--- src/rtl/vid_timing_gen_if.sv ---
// Pixel-timing bundle between a raster timing generator (slave) and its consumer (master).
// Carries the pixel strobe, raster-interrupt controls, look-ahead/output coordinates and syncs.
interface vid_timing_gen_if #(
    parameter int unsigned XW = 10,
    parameter int unsigned YW = 10
);
    logic          pix_en;
    logic [YW-1:0] irq_line;
    logic          irq_en;
    logic          irq_ack;
    logic [XW-1:0] pre_x;
    logic [YW-1:0] pre_y;
    logic          pre_de;
    logic [XW-1:0] x;
    logic [YW-1:0] y;
    logic          de;
    logic          hsync;
    logic          vsync;
    logic          line_start;
    logic          frame_start;
    logic          irq;

    modport master (
        output pix_en, irq_line, irq_en, irq_ack,
        input  pre_x, pre_y, pre_de, x, y, de, hsync, vsync, line_start, frame_start, irq
    );

    modport slave (
        input  pix_en, irq_line, irq_en, irq_ack,
        output pre_x, pre_y, pre_de, x, y, de, hsync, vsync, line_start, frame_start, irq
    );
endinterface

--- src/rtl/vid_timing_gen.sv ---
// Parametrised raster timing generator: free-running h/v counters, a look-ahead coordinate
// port, a PREFETCH-deep output pipeline with registered syncs, and a latched raster-line irq.
module vid_timing_gen #(
    parameter int unsigned H_ACTIVE = 640,
    parameter int unsigned H_FP     = 16,
    parameter int unsigned H_SYNC   = 96,
    parameter int unsigned H_BP     = 48,
    parameter int unsigned V_ACTIVE = 480,
    parameter int unsigned V_FP     = 10,
    parameter int unsigned V_SYNC   = 2,
    parameter int unsigned V_BP     = 33,
    parameter bit          H_POL    = 1'b0,
    parameter bit          V_POL    = 1'b0,
    parameter int unsigned PREFETCH = 2,
    parameter int unsigned XW       = 10,
    parameter int unsigned YW       = 10
) (
    input logic             clk,
    input logic             rst_n,
    vid_timing_gen_if.slave vid
);
    localparam int unsigned HTotal     = H_ACTIVE + H_FP + H_SYNC + H_BP;
    localparam int unsigned VTotal     = V_ACTIVE + V_FP + V_SYNC + V_BP;
    localparam int unsigned HSyncStart = H_ACTIVE + H_FP;
    localparam int unsigned HSyncEnd   = HSyncStart + H_SYNC;
    localparam int unsigned VSyncStart = V_ACTIVE + V_FP;
    localparam int unsigned VSyncEnd   = VSyncStart + V_SYNC;
    localparam int unsigned FW         = $clog2(PREFETCH + 1);

    logic [XW-1:0] hcnt_q, hcnt_d;
    logic [YW-1:0] vcnt_q, vcnt_d;
    logic          pre_de, pre_hs, pre_vs, irq_set;

    logic [XW-1:0] x_q  [PREFETCH];
    logic [YW-1:0] y_q  [PREFETCH];
    logic          de_q [PREFETCH];
    logic          hs_q [PREFETCH];
    logic          vs_q [PREFETCH];

    logic [FW-1:0] fill_q;
    logic          fill_full;
    logic [XW-1:0] feed_x;
    logic [YW-1:0] feed_y;
    logic          line_start_q, frame_start_q, irq_q;

    always_comb begin
        hcnt_d = hcnt_q;
        vcnt_d = vcnt_q;
        if (vid.pix_en) begin
            if (32'(hcnt_q) == HTotal - 1) begin
                hcnt_d = '0;
                if (32'(vcnt_q) == VTotal - 1) vcnt_d = '0;
                else                           vcnt_d = vcnt_q + 1'b1;
            end else begin
                hcnt_d = hcnt_q + 1'b1;
            end
        end
    end

    assign pre_de = (32'(hcnt_q) < H_ACTIVE) && (32'(vcnt_q) < V_ACTIVE);
    assign pre_hs = ((32'(hcnt_q) >= HSyncStart) && (32'(hcnt_q) < HSyncEnd)) ? H_POL : ~H_POL;
    assign pre_vs = ((32'(vcnt_q) >= VSyncStart) && (32'(vcnt_q) < VSyncEnd)) ? V_POL : ~V_POL;

    // fill_full: the stage feeding the output holds real counter data, not reset zeros.
    assign fill_full = (32'(fill_q) == PREFETCH - 1);
    assign irq_set   = vid.pix_en && vid.irq_en && (hcnt_d == '0) && (vcnt_d == vid.irq_line);

    if (PREFETCH == 1) begin : g_feed_cnt
        assign feed_x = hcnt_q;
        assign feed_y = vcnt_q;
    end else begin : g_feed_pipe
        assign feed_x = x_q[PREFETCH-2];
        assign feed_y = y_q[PREFETCH-2];
    end

    always_ff @(posedge clk or negedge rst_n) begin
        if (!rst_n) begin
            hcnt_q        <= '0;
            vcnt_q        <= '0;
            fill_q        <= '0;
            line_start_q  <= 1'b0;
            frame_start_q <= 1'b0;
            irq_q         <= 1'b0;
            for (int i = 0; i < PREFETCH; i++) begin
                x_q[i]  <= '0;
                y_q[i]  <= '0;
                de_q[i] <= 1'b0;
                hs_q[i] <= ~H_POL;
                vs_q[i] <= ~V_POL;
            end
        end else begin
            hcnt_q        <= hcnt_d;
            vcnt_q        <= vcnt_d;
            line_start_q  <= 1'b0;
            frame_start_q <= 1'b0;
            if (vid.pix_en) begin
                x_q[0]  <= hcnt_q;
                y_q[0]  <= vcnt_q;
                de_q[0] <= pre_de;
                hs_q[0] <= pre_hs;
                vs_q[0] <= pre_vs;
                for (int i = 1; i < PREFETCH; i++) begin
                    x_q[i]  <= x_q[i-1];
                    y_q[i]  <= y_q[i-1];
                    de_q[i] <= de_q[i-1];
                    hs_q[i] <= hs_q[i-1];
                    vs_q[i] <= vs_q[i-1];
                end
                if (!fill_full) fill_q <= fill_q + 1'b1;
                line_start_q  <= fill_full && (feed_x == '0);
                frame_start_q <= fill_full && (feed_x == '0) && (feed_y == '0);
            end
            // A set on the same clk as an ack wins.
            if (irq_set)          irq_q <= 1'b1;
            else if (vid.irq_ack) irq_q <= 1'b0;
        end
    end

    assign vid.pre_x       = hcnt_q;
    assign vid.pre_y       = vcnt_q;
    assign vid.pre_de      = pre_de;
    assign vid.x           = x_q[PREFETCH-1];
    assign vid.y           = y_q[PREFETCH-1];
    assign vid.de          = de_q[PREFETCH-1];
    assign vid.hsync       = hs_q[PREFETCH-1];
    assign vid.vsync       = vs_q[PREFETCH-1];
    assign vid.line_start  = line_start_q;
    assign vid.frame_start = frame_start_q;
    assign vid.irq         = irq_q;
endmodule

--- src/flat_wrapper.sv ---
// flat-port wrapper written by rule: the top's interface ports become plain ports
module vid_timing_gen_flat 
#(
    parameter int unsigned H_ACTIVE = 640,
    parameter int unsigned H_FP     = 16,
    parameter int unsigned H_SYNC   = 96,
    parameter int unsigned H_BP     = 48,
    parameter int unsigned V_ACTIVE = 480,
    parameter int unsigned V_FP     = 10,
    parameter int unsigned V_SYNC   = 2,
    parameter int unsigned V_BP     = 33,
    parameter bit          H_POL    = 1'b0,
    parameter bit          V_POL    = 1'b0,
    parameter int unsigned PREFETCH = 2,
    parameter int unsigned XW       = 10,
    parameter int unsigned YW       = 10
)
  (clk, rst_n, vid_pix_en, vid_irq_line, vid_irq_en, vid_irq_ack, vid_pre_x, vid_pre_y, vid_pre_de, vid_x, vid_y, vid_de, vid_hsync, vid_vsync, vid_line_start, vid_frame_start, vid_irq);
  vid_timing_gen_if #(.XW(XW), .YW(YW)) vid_i ();
  input logic clk;
  input logic rst_n;
  input wire logic [$bits(vid_i.pix_en)-1:0] vid_pix_en;
  input wire logic [$bits(vid_i.irq_line)-1:0] vid_irq_line;
  input wire logic [$bits(vid_i.irq_en)-1:0] vid_irq_en;
  input wire logic [$bits(vid_i.irq_ack)-1:0] vid_irq_ack;
  output wire logic [$bits(vid_i.pre_x)-1:0] vid_pre_x;
  output wire logic [$bits(vid_i.pre_y)-1:0] vid_pre_y;
  output wire logic [$bits(vid_i.pre_de)-1:0] vid_pre_de;
  output wire logic [$bits(vid_i.x)-1:0] vid_x;
  output wire logic [$bits(vid_i.y)-1:0] vid_y;
  output wire logic [$bits(vid_i.de)-1:0] vid_de;
  output wire logic [$bits(vid_i.hsync)-1:0] vid_hsync;
  output wire logic [$bits(vid_i.vsync)-1:0] vid_vsync;
  output wire logic [$bits(vid_i.line_start)-1:0] vid_line_start;
  output wire logic [$bits(vid_i.frame_start)-1:0] vid_frame_start;
  output wire logic [$bits(vid_i.irq)-1:0] vid_irq;
  assign vid_i.pix_en = vid_pix_en;
  assign vid_i.irq_line = vid_irq_line;
  assign vid_i.irq_en = vid_irq_en;
  assign vid_i.irq_ack = vid_irq_ack;
  assign vid_pre_x = vid_i.pre_x;
  assign vid_pre_y = vid_i.pre_y;
  assign vid_pre_de = vid_i.pre_de;
  assign vid_x = vid_i.x;
  assign vid_y = vid_i.y;
  assign vid_de = vid_i.de;
  assign vid_hsync = vid_i.hsync;
  assign vid_vsync = vid_i.vsync;
  assign vid_line_start = vid_i.line_start;
  assign vid_frame_start = vid_i.frame_start;
  assign vid_irq = vid_i.irq;
  vid_timing_gen #(.H_ACTIVE(H_ACTIVE), .H_FP(H_FP), .H_SYNC(H_SYNC), .H_BP(H_BP), .V_ACTIVE(V_ACTIVE), .V_FP(V_FP), .V_SYNC(V_SYNC), .V_BP(V_BP), .H_POL(H_POL), .V_POL(V_POL), .PREFETCH(PREFETCH), .XW(XW), .YW(YW)) u_core (.clk(clk), .rst_n(rst_n), .vid(vid_i));
endmodule
--- config.mk ---
export PLATFORM = sky130hd
export DESIGN_NAME = vid_timing_gen_flat
export DESIGN_NICKNAME = d
export VERILOG_FILES = /design/src/rtl/vid_timing_gen_if.sv /design/src/rtl/vid_timing_gen.sv /design/src/flat_wrapper.sv
export SDC_FILE = /design/constraint.sdc
export NUM_CORES = 1
export LEC_CHECK = 0
export ABC_CLOCK_PERIOD_IN_PS = 7900
export CAP_MARGIN = 15
export CORE_ASPECT_RATIO = 1.1
export CORE_MARGIN = 4
export CORE_UTILIZATION = 45
export CTS_CLUSTER_DIAMETER = 30
export CTS_CLUSTER_SIZE = 16
export DETAILED_ROUTE_END_ITERATION = 8
export HOLD_SLACK_MARGIN = 0.15
export PLACE_DENSITY = 0.7
export SKIP_CTS_REPAIR_TIMING = 1
export SLEW_MARGIN = 5
export SYNTH_ARGS = -nofsm -noshare
export SYNTH_HDL_FRONTEND = slang
export SYNTH_SLANG_ARGS = --single-unit
--- constraint.sdc ---
create_clock -name clk -period 7.9 [get_ports clk]
set_input_delay 1.58 -clock clk [delete_from_list [all_inputs] [get_ports clk]]
set_output_delay 1.58 -clock clk [all_outputs]
set_load 0.02 [all_outputs]
==> run metrics <==
status=completed; Peak Freq=230 MHz; Power Density=229 nW/um2; I/O pins=62; clk_lat worst skew=0.35 ns; Post-synth top cells=dfrtp_1, mux2_2, o21ai_0, nand2_1, nand3_1; CP Capture Type=register; Critical Path AT=4.61 ns; drt wl/cell=18.0 um; Longest Clk Path Bufs=2; cell class contributing the biggest share of worst-path delay=simple AND/OR/NAND/NOR gates; CP Data Required Time=8.15 ns; Die Ht=99.6 um; via count=2528; sw frac=30.2%; clk sinks=71; Worst Skew=0.0117 ns; met1 Track Usage GR=23.7%; Synth warnings=0; part of the power in combinational logic=20.5%; first-pass GRT wire length=13.2 mm; Synth Instances=301; vias in the first global route=2537; Starting DRT DRC Count=128; Site Rows=33; layout cells sized above 1=20.4%; Final Cycle Share=55.1%; RSZ-0062 raised after global routing=false; most frequent cell after synthesis=dfrtp_1; nets in the synthesized netlist=321; Rel. slew slack=40.7%; worst hold path type=register to register; crit path time final=4.35 ns; Buf/Inv on CP=3; CP max FO=62; Slew @ Worst Pin=0.890 ns; clock slew at the register clock pins of the worst setup and hold paths=0.08 ns; met2 GRT Util=32.0%; Tot Pwr=0.985 mW; Multi-input gate area=1520 um2; Syn Std Cell Area=3440 um2; die width=91.3 um; critical path's largest stage delay=0.55 ns; Fillers=651; net switching power=0.297 mW; critical path class=input port to register; drt via density=5.63; Synth cell types=49; gr usage total=18.5%; Num CTS Buffers=9; core region area=7430 um2; Post-DP HPWL=5.66 mm; Post-DRT Antenna Nets=0; most used cell along the critical path=buf_2; register area share after synthesis=51.9%; Cell Int Power=0.688 mW; TNS Setup=0 ns; Leakage=1.85 nW; startpoint types=input port; Mean Syn Cell Area=11.4 um2; Die ar.=9100 um2; first drt pass iteration count=5; most used routing layer=met2; clock power share=33.0%; largest net degree at the start of global routing=72; ys async rst share=100%; synth top area cells=dfrtp_1, mux2_2, dfstp_2; fin. max-slew vios=0; peak supply drop=0.0846 mV; clk root buf=clkbuf_8; met3 usage=2.80%; Port Buf Inserts=61; cell taking the most area after synthesis=dfrtp_1; number of synthesized flops with an enable pin=0; GPL Wtd Cong=0.881; Register Area=1780 um2; starting density of the core=46.2%; crit path max-delay cell type=or4_1; number of H-tree levels=3; Final Hold Viols=0; grt total ovfl=0; Max Cap Violations=0; worst-path cell chain=buf_2, buf_4, nand4_1, nor3_1, buf_2, a32oi_1, a311oi_2, o2111ai_1, or4_1, o41ai_2; Post-synth top flop=dfrtp_1; sequential share of power=46.5%; Yosys top cell area share=48.8%; Synth-to-Final Area Change=25.1%; # diodes=0; Layout Nets=377; DRC violations left=0; Post-Route WL=8.09 mm; CTS tree=built; #FFs+latches synth=71; Hold Slack=0.492 ns; initial antenna violation count=0; final setup vio count=0
[power groups by stage]
stage | combinational (mW) | sequential (mW) | clock, mW
after floorplan | 0.108 | 0.469 | 0
after global placement | 0.198 | 0.465 | 0
after detailed placement | 0.203 | 0.465 | 0
after CTS | 0.204 | 0.458 | 0.332
after global routing | 0.218 | 0.467 | 0.348
final | 0.202 | 0.459 | 0.325
[cell usage in the layout (no fill, tap or decap), types with 2 or more instances in the layout]
cell type / n
nand3_1: 15
buf_4: 2
dfstp_2: 4
bufinv_16: 2
or4_1: 4
clkdlybuf4s50_1: 59
and2_1: 2
o21ai_0: 19
a21oi_1: 8
nor4_1: 5
o22ai_1: 2
o31ai_1: 2
mux2_2: 44
nor3_1: 8
xnor2_1: 8
a21boi_0: 2
xor2_1: 5
clkbuf_8: 9
inv_1: 12
nand2b_1: 3
nand2_1: 18
a21o_1: 2
nor2_1: 8
nand3b_1: 2
clkinvlp_4: 2
or3_1: 5
a32oi_1: 2
buf_2: 3
dfrtp_1: 67
a211oi_1: 2
nand4_1: 8
ha_1: 5
and3_1: 3
[cell type report]
cell class                      count  area share, %
Clock buffer                       10           2.97
Sequential cell                    71           41.5
Multi-Input combinational cell    199           35.4
Clock inverter                      6           2.15
Tap cell                           87           2.53
Inverter                           12           1.05
Timing Repair Buffer               64           14.4
[registers in the layout (all words and copies together), names as in the netlist]
signal / flops
u_core.vs_q: 1
u_core.vid.frame_start: 1
u_core.vid.de: 1
u_core.vid.line_start: 1
u_core.vid.x: 10
u_core.de_q: 1
u_core.vid.vsync: 1
u_core.vid.pre_y: 10
u_core.vid.hsync: 1
u_core.vid.irq: 1
u_core.feed_x: 10
u_core.vid.y: 10
u_core.fill_q: 2
u_core.feed_y: 10
u_core.hs_q: 1
u_core.vid.pre_x: 10
[through the flow]
stage | worst slack [ns] | instances | utilization (%) | cell area, um2
finish | 3.55 | 449 | 57.8 | 4300
global route | 3.34 | 449 | 57.8 | 4300
CTS | 3.13 | 448 | 57.8 | 4290
detailed placement | 2.71 | 432 | 54.8 | 4070
global placement | 2.79 | 432 | 54.8 | 4070
floorplan | 4.02 | 301 | - | 3440
[worst paths after layout]
kind / start / end / slack, ns / cells past startpoint
max in group asynchronous: rst_n / u_core.feed_y[7] / 5.89 / 2
min reg2reg: u_core.fill_q[1] / u_core.fill_q[1] / 0.49 / 2
min in group asynchronous: rst_n / u_core.vid.x[2] / 1.44 / 2
max reg2reg: u_core.vid.pre_x[0] / u_core.vid.irq / 4.63 / 8
min: u_core.fill_q[1] / u_core.fill_q[1] / 0.49 / 2
max: vid_pix_en / u_core.vid.irq / 3.55 / 10
[worst register-to-register path: cells and delay by family, from the launching register on]
family	cells	cell delay [ns]
DFF	1	0.50
and+or+nand+nor	5	1.72
adders and majority gates	1	0.33
xor gates and xnor gates	1	0.27
AOI/OAI and AO/OA	1	0.34
[logic make-up (layout without fill, tap and decap cells)]
logic type               after synthesis  after routing  share of synthesized area (%)
XOR/XNOR                              14             14                           4.01
multiplexers                          44             44                           14.4
flip-flops                            71             71                           51.9
adder cells (fa/ha/maj)                5              5                           1.82
AO/OA/AOI/OAI                         46             46                           8.85
AND/OR/NAND/NOR                       90             90                           15.2
buffers and inverters                 31             92                           3.86
[layer usage]
layer / up-vias / wire length [um] / share of wire [%]
li1: 1206 / - / -
met1: 1258 / 3660 / 45
met2: 56 / 4050 / 50
met3: 8 / 272 / 3.4
met4: 0 / 106 / 1.3
met5: - / 0 / 0
Note: power is estimated with default switching activity, not from simulation.
